<file path="src/rtl/gclk_ctrl_pkg.sv">
// Shared types for the steady-window checker: FSM states, default sizes and
// the result record layout.
package gclk_ctrl_pkg;

   localparam int unsigned NCH_DEF = 4;
   localparam int unsigned LW_DEF  = 8;
   localparam int unsigned CW_DEF  = $clog2(NCH_DEF);

   typedef enum logic [1:0] {IDLE, ARM, CHECK, REPORT} chk_state_e;

   typedef struct packed {
      logic [CW_DEF-1:0] chan;
      logic              pass;
      logic [LW_DEF-1:0] off;
   } res_t;

endpackage

</file>
<file path="src/rtl/rr_arbiter.sv">
// Round-robin arbiter: grants the first requester at or after the rotating
// pointer; the pointer moves past the winner only on an enabled grant.
module rr_arbiter #(
   parameter  int unsigned N  = 4,
   localparam int unsigned PW = $clog2(N)
) (
   input  logic          clk,
   input  logic          rst_n,
   input  logic [N-1:0]  req,
   input  logic          en,
   output logic [N-1:0]  gnt_c,
   output logic [PW-1:0] gnt_idx_c
);

   logic [PW-1:0] ptr;
   logic          found;
   int unsigned   k;

   // Scan from ptr upward, wrapping, and take the first active request
   always_comb begin
      gnt_c     = '0;
      gnt_idx_c = '0;
      found     = 1'b0;
      k         = 0;
      if (en) begin
         for (int unsigned i = 0; i < N; i++) begin
            k = (32'(ptr) + i) % N;
            if (!found && req[PW'(k)]) begin
               found           = 1'b1;
               gnt_c[PW'(k)]   = 1'b1;
               gnt_idx_c       = PW'(k);
            end
         end
      end
   end

   always_ff @(posedge clk or negedge rst_n) begin
      if (!rst_n) begin
         ptr <= '0;
      end else if (found) begin
         ptr <= (32'(gnt_idx_c) == N - 1) ? '0 : gnt_idx_c + PW'(1);
      end
   end

endmodule

</file>
<file path="src/rtl/gclk_steady_window_ctrl.sv">
// Shared steady-window checker: arbitrates NCH window requests and reports
// whether the granted signal held steady for the requested number of cycles.
module gclk_steady_window_ctrl
   import gclk_ctrl_pkg::*;
#(
   parameter  int unsigned NCH = NCH_DEF,
   parameter  int unsigned LW  = LW_DEF,
   localparam int unsigned CW  = $clog2(NCH)
) (
   input  logic              clk,
   input  logic              rst_n,
   input  logic [NCH-1:0]    sig,
   input  logic [NCH-1:0]    req_valid,
   input  logic [NCH*LW-1:0] req_len,
   output logic [NCH-1:0]    req_ready,
   output logic              res_valid,
   input  logic              res_ready,
   output logic [CW-1:0]     res_chan,
   output logic              res_pass,
   output logic [LW-1:0]     res_fail_off,
   output logic              busy
);

   chk_state_e    state_q, state_d;
   logic [NCH-1:0] sig_q;
   logic           ref_q;
   logic [LW-1:0]  cnt_q;
   logic [LW-1:0]  len_q;
   logic [CW-1:0]  chan_q;
   logic [CW-1:0]  gnt_idx;
   logic           arb_en;
   logic           grant;
   logic           cur_sig;
   logic           res_load;
   logic           pass_d;
   logic [LW-1:0]  off_d;
   logic [LW-1:0]  len_arr [NCH];

   // Grants are held off while in reset so every output reads 0 there
   assign arb_en  = (state_q == IDLE) && rst_n;
   assign grant   = |req_ready;
   assign cur_sig = sig_q[chan_q];

   always_comb begin
      for (int unsigned i = 0; i < NCH; i++) begin
         len_arr[i] = req_len[i*LW +: LW];
      end
   end

   rr_arbiter #(.N(NCH)) u_arb (
      .clk       (clk),
      .rst_n     (rst_n),
      .req       (req_valid),
      .en        (arb_en),
      .gnt_c     (req_ready),
      .gnt_idx_c (gnt_idx)
   );

   always_ff @(posedge clk or negedge rst_n) begin
      if (!rst_n) state_q <= IDLE;
      else        state_q <= state_d;
   end

   always_comb begin
      state_d  = state_q;
      res_load = 1'b0;
      pass_d   = 1'b0;
      off_d    = '0;
      case (state_q)
         IDLE: begin
            if (grant) state_d = ARM;
         end
         ARM: begin
            if (len_q == '0) begin
               state_d  = REPORT;
               res_load = 1'b1;
               pass_d   = 1'b1;
            end else begin
               state_d = CHECK;
            end
         end
         CHECK: begin
            if (cur_sig != ref_q) begin
               state_d  = REPORT;
               res_load = 1'b1;
               off_d    = cnt_q;
            end else if (cnt_q == len_q) begin
               state_d  = REPORT;
               res_load = 1'b1;
               pass_d   = 1'b1;
            end
         end
         REPORT: begin
            if (res_ready) state_d = IDLE;
         end
         default: state_d = IDLE;
      endcase
   end

   // Datapath and registered result/status outputs
   always_ff @(posedge clk or negedge rst_n) begin
      if (!rst_n) begin
         sig_q        <= '0;
         ref_q        <= 1'b0;
         cnt_q        <= '0;
         len_q        <= '0;
         chan_q       <= '0;
         res_valid    <= 1'b0;
         res_chan     <= '0;
         res_pass     <= 1'b0;
         res_fail_off <= '0;
         busy         <= 1'b0;
      end else begin
         sig_q <= sig;
         busy  <= (state_d != IDLE);
         if (grant) begin
            chan_q <= gnt_idx;
            len_q  <= len_arr[gnt_idx];
         end
         if (state_q == ARM) begin
            ref_q <= cur_sig;
            cnt_q <= LW'(1);
         end else if (state_q == CHECK && !res_load) begin
            cnt_q <= cnt_q + LW'(1);
         end
         if (res_load) begin
            res_valid    <= 1'b1;
            res_chan     <= chan_q;
            res_pass     <= pass_d;
            res_fail_off <= off_d;
         end else if (state_q == REPORT && res_ready) begin
            res_valid <= 1'b0;
         end
      end
   end

endmodule

</file>
<file path="config.mk">
export PLATFORM = sky130hd
export DESIGN_NAME = gclk_steady_window_ctrl
export DESIGN_NICKNAME = d
export VERILOG_FILES = /design/src/rtl/gclk_ctrl_pkg.sv /design/src/rtl/rr_arbiter.sv /design/src/rtl/gclk_steady_window_ctrl.sv
export SDC_FILE = /design/constraint.sdc
export NUM_CORES = 1
export LEC_CHECK = 0
export CORE_MARGIN = 2
export CORE_UTILIZATION = 52
export CTS_BUF_LIST = sky130_fd_sc_hd__clkbuf_16
export DETAILED_ROUTE_END_ITERATION = 8
export GPL_TIMING_DRIVEN = 0
export PLACE_DENSITY = 0.84
export SLEW_MARGIN = 20
export SYNTH_ARGS = -nofsm -noshare
export SYNTH_HDL_FRONTEND = slang
export SYNTH_SLANG_ARGS = --single-unit
export TNS_END_PERCENT = 30
</file>
<file path="constraint.sdc">
create_clock -name clk -period 8.8 [get_ports clk]
set_clock_uncertainty 0.2 [all_clocks]
set_input_delay 1.76 -clock clk [delete_from_list [all_inputs] [get_ports clk]]
set_output_delay 1.76 -clock clk [all_outputs]
set_load 0.03 [all_outputs]
</file>
# Word-level counts from Yosys, hierarchy flattened
# Cells that the tools add are included.
# word_totals
regBits	40
out_inout_bits	17
# classes
addsub	5
n_lt_le_gt_ge	10
eq_ne	6
n_mux	61
bitwise_logic	4
reduce_logical	20
# op_table
operator	n
2-to-1 mux 8 bit	6
2-to-1 mux 4 bit	8
2-to-1 mux 1 bit	24
2-to-1 mux 2 bit	10
binary-select mux 8 bit (select 2 bit)	1
< comparator 2 x 3 -> 1 bit, second input constant	5
bitwise OR 4 bit	3
binary-select mux 1 bit (select 2 bit)	5
logical AND 1 bit	10
adder 8 x 1 -> 8 bit, second input constant	1
demux 1 bit (select 2 bit)	4
equality test 8 bit	1
greater-or-equal comparator 2 x 1 -> 1 bit, second input constant	4
logical NOT 8 bit	1
one-hot mux 2 bit (4 select lines)	1
equality test 2 bit, second input constant	3
nonzero test 2 bit	3
adder 2 x 1 -> 2 bit, second input constant	2
adder 2 bit, second input constant	2
logical NOT 1 bit	4
one-hot mux 1 bit (2 select lines)	2
OR reduction 4 bit	1
greater-or-equal comparator 3 bit, second input constant	1
NOT 2 -> 3 bit	1
other kinds (3)	3

# Depth between registers and ports, before layout
# Gate-level depths: netlist of run 1.
# depth
word_depth	20
ltp_mapped	12

# Hierarchy
# Synthesis of run 1 repeated with hierarchy kept, for this count alone.
# hier_totals
hier_cells	224
area_unflattened_um2	2512.4
# modules_own_cells
mod	instances	cells_per_inst	area_each_um2	seq_area_each_um2
gclk_steady_window_ctrl	1	162	1939.4	950.9
rr_arbiter	1	62	573.0	50.0

# Worst setup path before layout of run 1
# OpenSTA, ideal clock, no wires.
# synth_path
kind	in2out
from	input req_valid[2]
to	output req_ready[1]
arrival_ps	3252
required_time_ps	6840
slack_ps	3588
stages	5
n_path_buf	1
path_cell_list	buf_6 > mux4_2 > a211oi_4 > a221oi_2 > nor2_1
# synth_between
elab_chain_cells	16
elab_cells_between_ends	31
cone_classes	22 x mux; 3 x bitwise; 6 x reduce/logical
# synth_lines
element	line_no	text
start, declared	gclk_steady_window_ctrl.sv:13	input logic [NCH-1:0] req_valid,
binary-select mux 1 bit (select 2 bit)	rr_arbiter.sv:28	if (!found && req[PW'(k)]) begin
2-to-1 mux 1 bit (not written as such)	rr_arbiter.sv:28	
2-to-1 mux 1 bit	rr_arbiter.sv:28	
2-to-1 mux 1 bit	rr_arbiter.sv:25	if (en) begin
logical NOT 1 bit	rr_arbiter.sv:28	
logical AND 1 bit	rr_arbiter.sv:28	
2-to-1 mux 1 bit	rr_arbiter.sv:28	
2-to-1 mux 1 bit	rr_arbiter.sv:25	
logical NOT 1 bit	rr_arbiter.sv:28	
logical AND 1 bit	rr_arbiter.sv:28	
2-to-1 mux 1 bit	rr_arbiter.sv:28	
2-to-1 mux 1 bit	rr_arbiter.sv:25	
logical NOT 1 bit	rr_arbiter.sv:28	
logical AND 1 bit	rr_arbiter.sv:28	
2-to-1 mux 4 bit (*)	rr_arbiter.sv:28	
2-to-1 mux 4 bit (*)	rr_arbiter.sv:25	
end, declared	gclk_steady_window_ctrl.sv:15	output logic [NCH-1:0] req_ready,
# Mark *: on every way between the ends. The rest lies on a longest branch, timed or not. The select of a mux whose other input is x is not followed.

# Worst setup path after layout of run 1
# layout_path
from	input req_valid[2]
to	output req_ready[3]
# Same word-level chain as after synthesis.

==> results of run 1 <==
-- Yosys cell counts, types with 4 or more instances --
| cell type | number |
|---|---|
| buf_6 | 4 |
| nor2_1 | 10 |
| o21ai_1 | 9 |
| a221oi_2 | 4 |
| dfrtp_1 | 40 |
| mux2_4 | 9 |
| buf_2 | 6 |
| a22o_1 | 8 |
| nor3_1 | 5 |
| xor2_1 | 7 |
| clkbuf_1 | 6 |
| ha_1 | 13 |
| inv_1 | 5 |
| nand3_1 | 4 |
| a21oi_1 | 15 |
| mux4_1 | 7 |
| or4_1 | 4 |
| nand4_1 | 4 |
| nand2_1 | 23 |
| nor2b_1 | 5 |
| mux4_2 | 4 |
-- metrics by stage --
stage	power, uW	utilization
after global placement	877.2	0.6674
after CTS	1099	0.7027
after floorplan	742.7	-
after global routing	1172	0.7027
final	1100	0.7027
after detailed placement	893.7	0.6704
-- flip-flops by register name (all words and copies together), names as in the netlist, 2 cells and up --
| signal | cells |
|---|---|
| u_arb.ptr | 2 |
| state_q | 2 |
| sig_q | 4 |
| cnt_q | 8 |
| res_chan | 2 |
| chan_q | 2 |
| res_fail_off | 8 |
| len_q | 8 |
-- cell families (layout without fill, tap and decap cells) --
kind of cell             after synthesis  after routing  share of synthesized area
multiplexers                          26             26                     0.1751
adder cells (fa/ha/maj)               13             13                    0.06005
flip-flops                            40             40                     0.3695
AND/OR/NAND/NOR                       72             72                     0.1409
AO/OA/AOI/OAI                         60             60                     0.1769
XOR/XNOR                               9              9                    0.02910
buffers and inverters                 24             92                    0.04850
-- critical path, delay by kind of cell --
kind / cells / cell delay [ns]
compound gates: 2 / 0.50
buf+inv: 3 / 1.28
mux: 1 / 0.56
simple gates: 1 / 0.11
-- metal layers --
metal / wire [um] / vias up
met2: 2980 / 89
met3: 304 / 12
li1: - / 1059
met5: 0 / -
met1: 2701 / 1116
met4: 75 / 0
-- path summary, 6_finish.rpt --
path / depth (start not counted) / from / to / slack (ns)
worst max-delay path: 7 / req_valid[2] / req_ready[3] / 2.62
worst min-delay path: 2 / res_chan[0] / res_chan[0] / 0.28
worst max register to register: 12 / u_arb.ptr[0] / len_q[6] / 4.94
worst min register to register: 2 / res_chan[0] / res_chan[0] / 0.28
max in group asynchronous: 2 / rst_n / u_arb.ptr[1] / 6.76
min in group asynchronous: 1 / rst_n / res_fail_off[1] / 1.19
-- power breakdown --
group	switching (uW)	internal, uW
registers	54.9	239
logic	322	286
clock network	66.0	132
total	442	658
-- layout make-up --
cell class | instances | area [um^2] | share of cell area
clock inverter | 3 | 38.79 | 0.01088
tap | 70 | 87.58 | 0.02456
sequential | 40 | 1001 | 0.2807
inverter | 7 | 26.28 | 0.007368
timing repair buffer | 60 | 605.6 | 0.1698
multi-input combinational | 180 | 1577 | 0.4421
clock buffer | 5 | 125.1 | 0.03509
buffer | 17 | 105.1 | 0.02947
==> metrics.txt, run 1 <==
status finished, final reports clean; ratio of cells with drive above 1 in the final layout 0.1410; Cell Count, Final, Fillers Out approximately 380; Max Clk Rate approximately 160 MHz; Avg WL per Cell 15.87 um; total track usage 0.2147; IO Count 60; nets@finish roughly 370; worst endpoint data arrival time 4.22 ns; most frequent cells in the layout 58 x clkdlybuf4s50_1, 40 x dfrtp_1, 23 x nand2_1; Clock Root Buffer clkbuf_16; async set-reset flop share out of synthesis 1.000; TritonCTS Buffers 5; mean number of vias per cell just under 6; WHS 0.2796 ns; Ant. Diodes 0; antenna violations before repair 0; setup TNS 0 ns; Max-Slew Margin vs Limit 0.6446; Placed Instances about 370; Critical-path top delay cell clkdlybuf4s50_1; Synth Cell Area 2709 um^2; Clock Latency Late Sink 0.28 ns; top-area cell type share of the netlist area 0.3695; largest net degree at the start of global routing 28; gr busiest metal met2; Final ANT Viol Nets 0; routed vias 2,276; fillers 376; Worst EP required 6.84 ns; Setup WS post-layout ~2.6 ns; #FFs+latches synth 40; Die W 76.18 um; DR pass1 iterations 4; placed cell areas 3402 um^2; design area between 3000 and 4000 um^2; first-pass GRT wire length 10,230 um; Area contributors post-synth dfrtp_1 37%, mux4_1 6.8%, ha_1 6.0%, mux2_4 5.0%, mux4_2 3.3%; part of the cycle the worst path needs 0.7017; CTS max path bufs 2; Final Setup Violations 0; I/O Buffers 59; Core Area 5075 um^2; Critical Path, Cell by Cell clkdlybuf4s50_1 > buf_6 > mux4_2 > a211oi_4 > a221oi_2 > nor2_1 > clkdlybuf4s50_1; cts hold-fix bufs 0; crit-path max FO 10; synth unique cells 57; RSZ-0062 raised after global routing false; grt met1 use 0.3009; cell taking the most area after synthesis dfrtp_1; DRC Markers 0; pwr dens ~310 nW/um^2; endpoints failing hold 0; min-delay worst type flop to flop; DRT iter0 DRCs 221; clk slew on worst S/H paths 0.05 ns; Worst path max stage delay between 0.6 and 0.7 ns; VDD IR max about 170 uV; type of origin of the critical path input pin; Avg Cell Area, Syn 11.10 um^2; grt met2 use 0.3518; vias in the first global route 2,190; postcts setup bufs 0; GP Congestion 0.8550; Synth Instances 244; HPWL Detailed 4564 um; Slew @ Worst Pin 0.5332 ns; P_leak approximately 0.0015 uW; Area growth, synth to finish 31.64%; grt total ovfl 0; Main synth FF type dfrtp_1; syn_nets 300; standard-cell row count 26; number of max-cap violations 0; CTS sink count 40; post-placement setup slack 2.659 ns; CP Capture Type output port; H-tree depth 2; Ys Warns 0; final max-slew violation count 0; minimum clock period roughly 6.2 ns; Die Span Y between 70 and 80 um; Post-synth EDFFs 0; Gates resized, CTS repair 0; most used cell, CP clkdlybuf4s50_1; commonest non-fill, non-tap cell in the layout clkdlybuf4s50_1; CTS tree done; Initial Util 0.5338; crit path kind input pin to output port; post-synthesis sequential area ratio 0.3695; met3 GRT Util 0.03318; total die area 5803 um^2; total wire length 6061 um
Power figures use the tool's default switching activity.
==> run 2: changes to the inputs <==
Settings changed: CORE_UTILIZATION 52 to 46, PLACE_DENSITY 0.84 to 0.79.
Clock period 8.8 ns to 5.4 ns, I/O delays scaled along.
==> run 2 against run 1 <==
Against the previous run: total power increased by 57%; global-route usage shrank 2.0 points; cell count increased by 0.52%; count of clock-buffer cells in the layout is the same; hold slack got worse by 0.0051 ns; first-iteration DRC count fell by 21%; critical path depth rose by 3; final area down 0.49%; register-to-register slack got worse by 3.3 ns; critical path type is now flop to output port; critical endpoint is now req_ready[0].
==> metrics.txt, run 2 (synthesized netlist as in run 1, its figures left out) <==
status finished, final reports clean; total die area 6519 um^2 (+12%); most frequent cells in the layout 58 x clkdlybuf4s50_1, 40 x dfrtp_1, 23 x nand2_1; Clock Root Buffer clkbuf_16; total track usage 0.1946 (-0.02018); crit path kind flop to output port; mean number of vias per cell 5.805 (-2.6%); Area growth, synth to finish 30.99%; antenna violations before repair 0 (unchanged); VDD IR max 280.5 uV (+62%); setup TNS 0 ns (unchanged); Die W 80.74 um (+6.0%); switching portion of total power 0.4072 (+0.005020); Final Setup Violations 0 (unchanged); TritonCTS Buffers 5 (unchanged); Crit path max-delay family buffers and inverters; cts hold-fix bufs 0 (unchanged); type of origin of the critical path flop; nets@finish 367 (unchanged); part of the cycle the worst path needs 0.8935; commonest non-fill, non-tap cell in the layout clkdlybuf4s50_1; Die Span Y 80.74 um (+6.0%); P_leak 0.001504 uW (-0.52%); design area 3548 um^2 (-0.49%); vias in the first global route 2,171 (-0.87%); ratio of cells with drive above 1 in the final layout 0.1346 (-0.006410); IO Count 60 (unchanged); HPWL Detailed 4542 um (-0.48%); DRT iter0 DRCs 175 (-21%); first-pass GRT wire length 9942 um (-2.8%); Reg power frac 0.280 (+0.012); routed vias 2,229 (-2.1%); DRC Markers 0 (unchanged); largest net degree at the start of global routing 24 (-14%); Critical-path top delay cell clkdlybuf4s50_1; Worst EP required 4.12 ns (-2.72 ns); pwr dens 485.8 nW/um^2 (+57%); Comb power frac 0.564 (+0.012); Avg WL per Cell 15.13 um (-4.6%); clk slew on worst S/H paths 0.06 ns (about the same); total wire length 5810 um (-4.1%); postcts setup bufs 0 (unchanged); H-tree depth 2 (unchanged); placed cell areas 3412 um^2 (+0.29%); RSZ-0062 raised after global routing false; Critical Path, Cell by Cell buf_6 > buf_2 > inv_1 > ha_1 > buf_6 > mux4_2 > a211oi_4 > a221oi_2 > nor2_1 > clkdlybuf4s50_1; Bufs and invs on worst path 5 (+2); Gates resized, CTS repair 0 (unchanged); Largest regs cnt_q (8), len_q (8), res_fail_off (8); Psw 701.9 uW (+59%); Pint 1022 uW (+55%); Slew @ Worst Pin 0.5218 ns (-0.01138 ns); CTS max path bufs 2 (unchanged); Final Core Density 0.6328 (-0.06991); Core Area 5608 um^2 (+11%); number of max-cap violations 0 (unchanged); Final ANT Viol Nets 0 (unchanged); Max-Slew Margin vs Limit 0.6521 (+0.007584); DR pass1 iterations 4 (unchanged); standard-cell row count 27 (+3.8%); CP Capture Type output port; grt total ovfl 0 (unchanged); Ant. Diodes 0 (unchanged); Initial Util 0.4830 (-0.05073); Worst path max stage delay 0.68 ns (about the same); crit-path max FO 10 (unchanged); endpoints failing hold 0 (unchanged); clock network power share 0.156 (-0.024); min-delay worst type flop to flop; CTS sink count 40 (unchanged); final max-slew violation count 0 (unchanged); GP Congestion 0.8564 (+0.16%); most used cell, CP buf_6; I/O Buffers 59 (unchanged); minimum clock period 4.825 ns; worst endpoint data arrival time 3.54 ns (-0.68 ns); Clock Latency Late Sink 0.27 ns (about the same); Max Clk Rate 207.3 MHz; CTS tree done
==> run 2: layer usage <==
| layer | global-route usage | part of all wire | vias up |
|---|---|---|---|
| li1 | - | - | 1063 |
| met1 | 0.2753 | 0.46 | 1079 |
| met2 | 0.3025 | 0.47 | 78 |
| met3 | 0.03556 | 0.053 | 9 |
| met4 | 0.06780 | 0.013 | 0 |
| met5 | 0 | 0 | - |
==> run 2: worst paths after layout <==
kind,startpoint,endpoint,slack [ns],depth (start not counted)
setup / recovery,u_arb.ptr[0],req_ready[0],0.58,10
hold / removal,res_chan[0],res_chan[0],0.27,2
hold reg to reg,res_chan[0],res_chan[0],0.27,2
max in group asynchronous,rst_n,len_q[3],3.98,2
min in group asynchronous,rst_n,busy,0.55,1
setup reg to reg,u_arb.ptr[0],len_q[5],1.60,12
==> run 2: final cells by class <==
type | count | area [um^2]
well taps | 72 | 90.09
repair buffers | 60 | 613.1
fillers | 470 | 2059
inverters | 7 | 26.28
multi-input cells | 180 | 1577
flip-flops and latches | 40 | 1001
clock inverters | 3 | 11.26
clock buffers | 5 | 125.1
plain buffers | 17 | 105.1
==> run 2: power by group through the flow <==
stage / registers, uW / logic [uW] / clock network [uW]
finish: 483 / 971 / 269
global route: 493 / 1080 / 289
CTS: 482 / 975 / 276
detailed placement: 486 / 971 / 0
global placement: 479 / 941 / 0
floorplan: 500 / 710 / 0
==> run 2: metrics by stage <==
step	hold slack (ns)	instances	power [uW]	setup WS, ns
floorplan	0.2692	244	1210	1.489
global placement	0.2596	375	1421	-0.1940
detailed placement	0.2639	376	1457	0.5984
CTS	0.2769	384	1733	0.5569
global route	0.2990	384	1858	0.3395
finish	0.2745	384	1724	0.5751
==> run 2: worst reg2reg max path: cells and delay by family (launching register included) <==
kind | cells | cell delay (ns)
simple gates | 2 | 0.45
buf+inv | 5 | 0.93
fa+ha+maj | 1 | 0.32
compound gates | 2 | 0.47
mux | 2 | 0.86
flops | 1 | 0.45
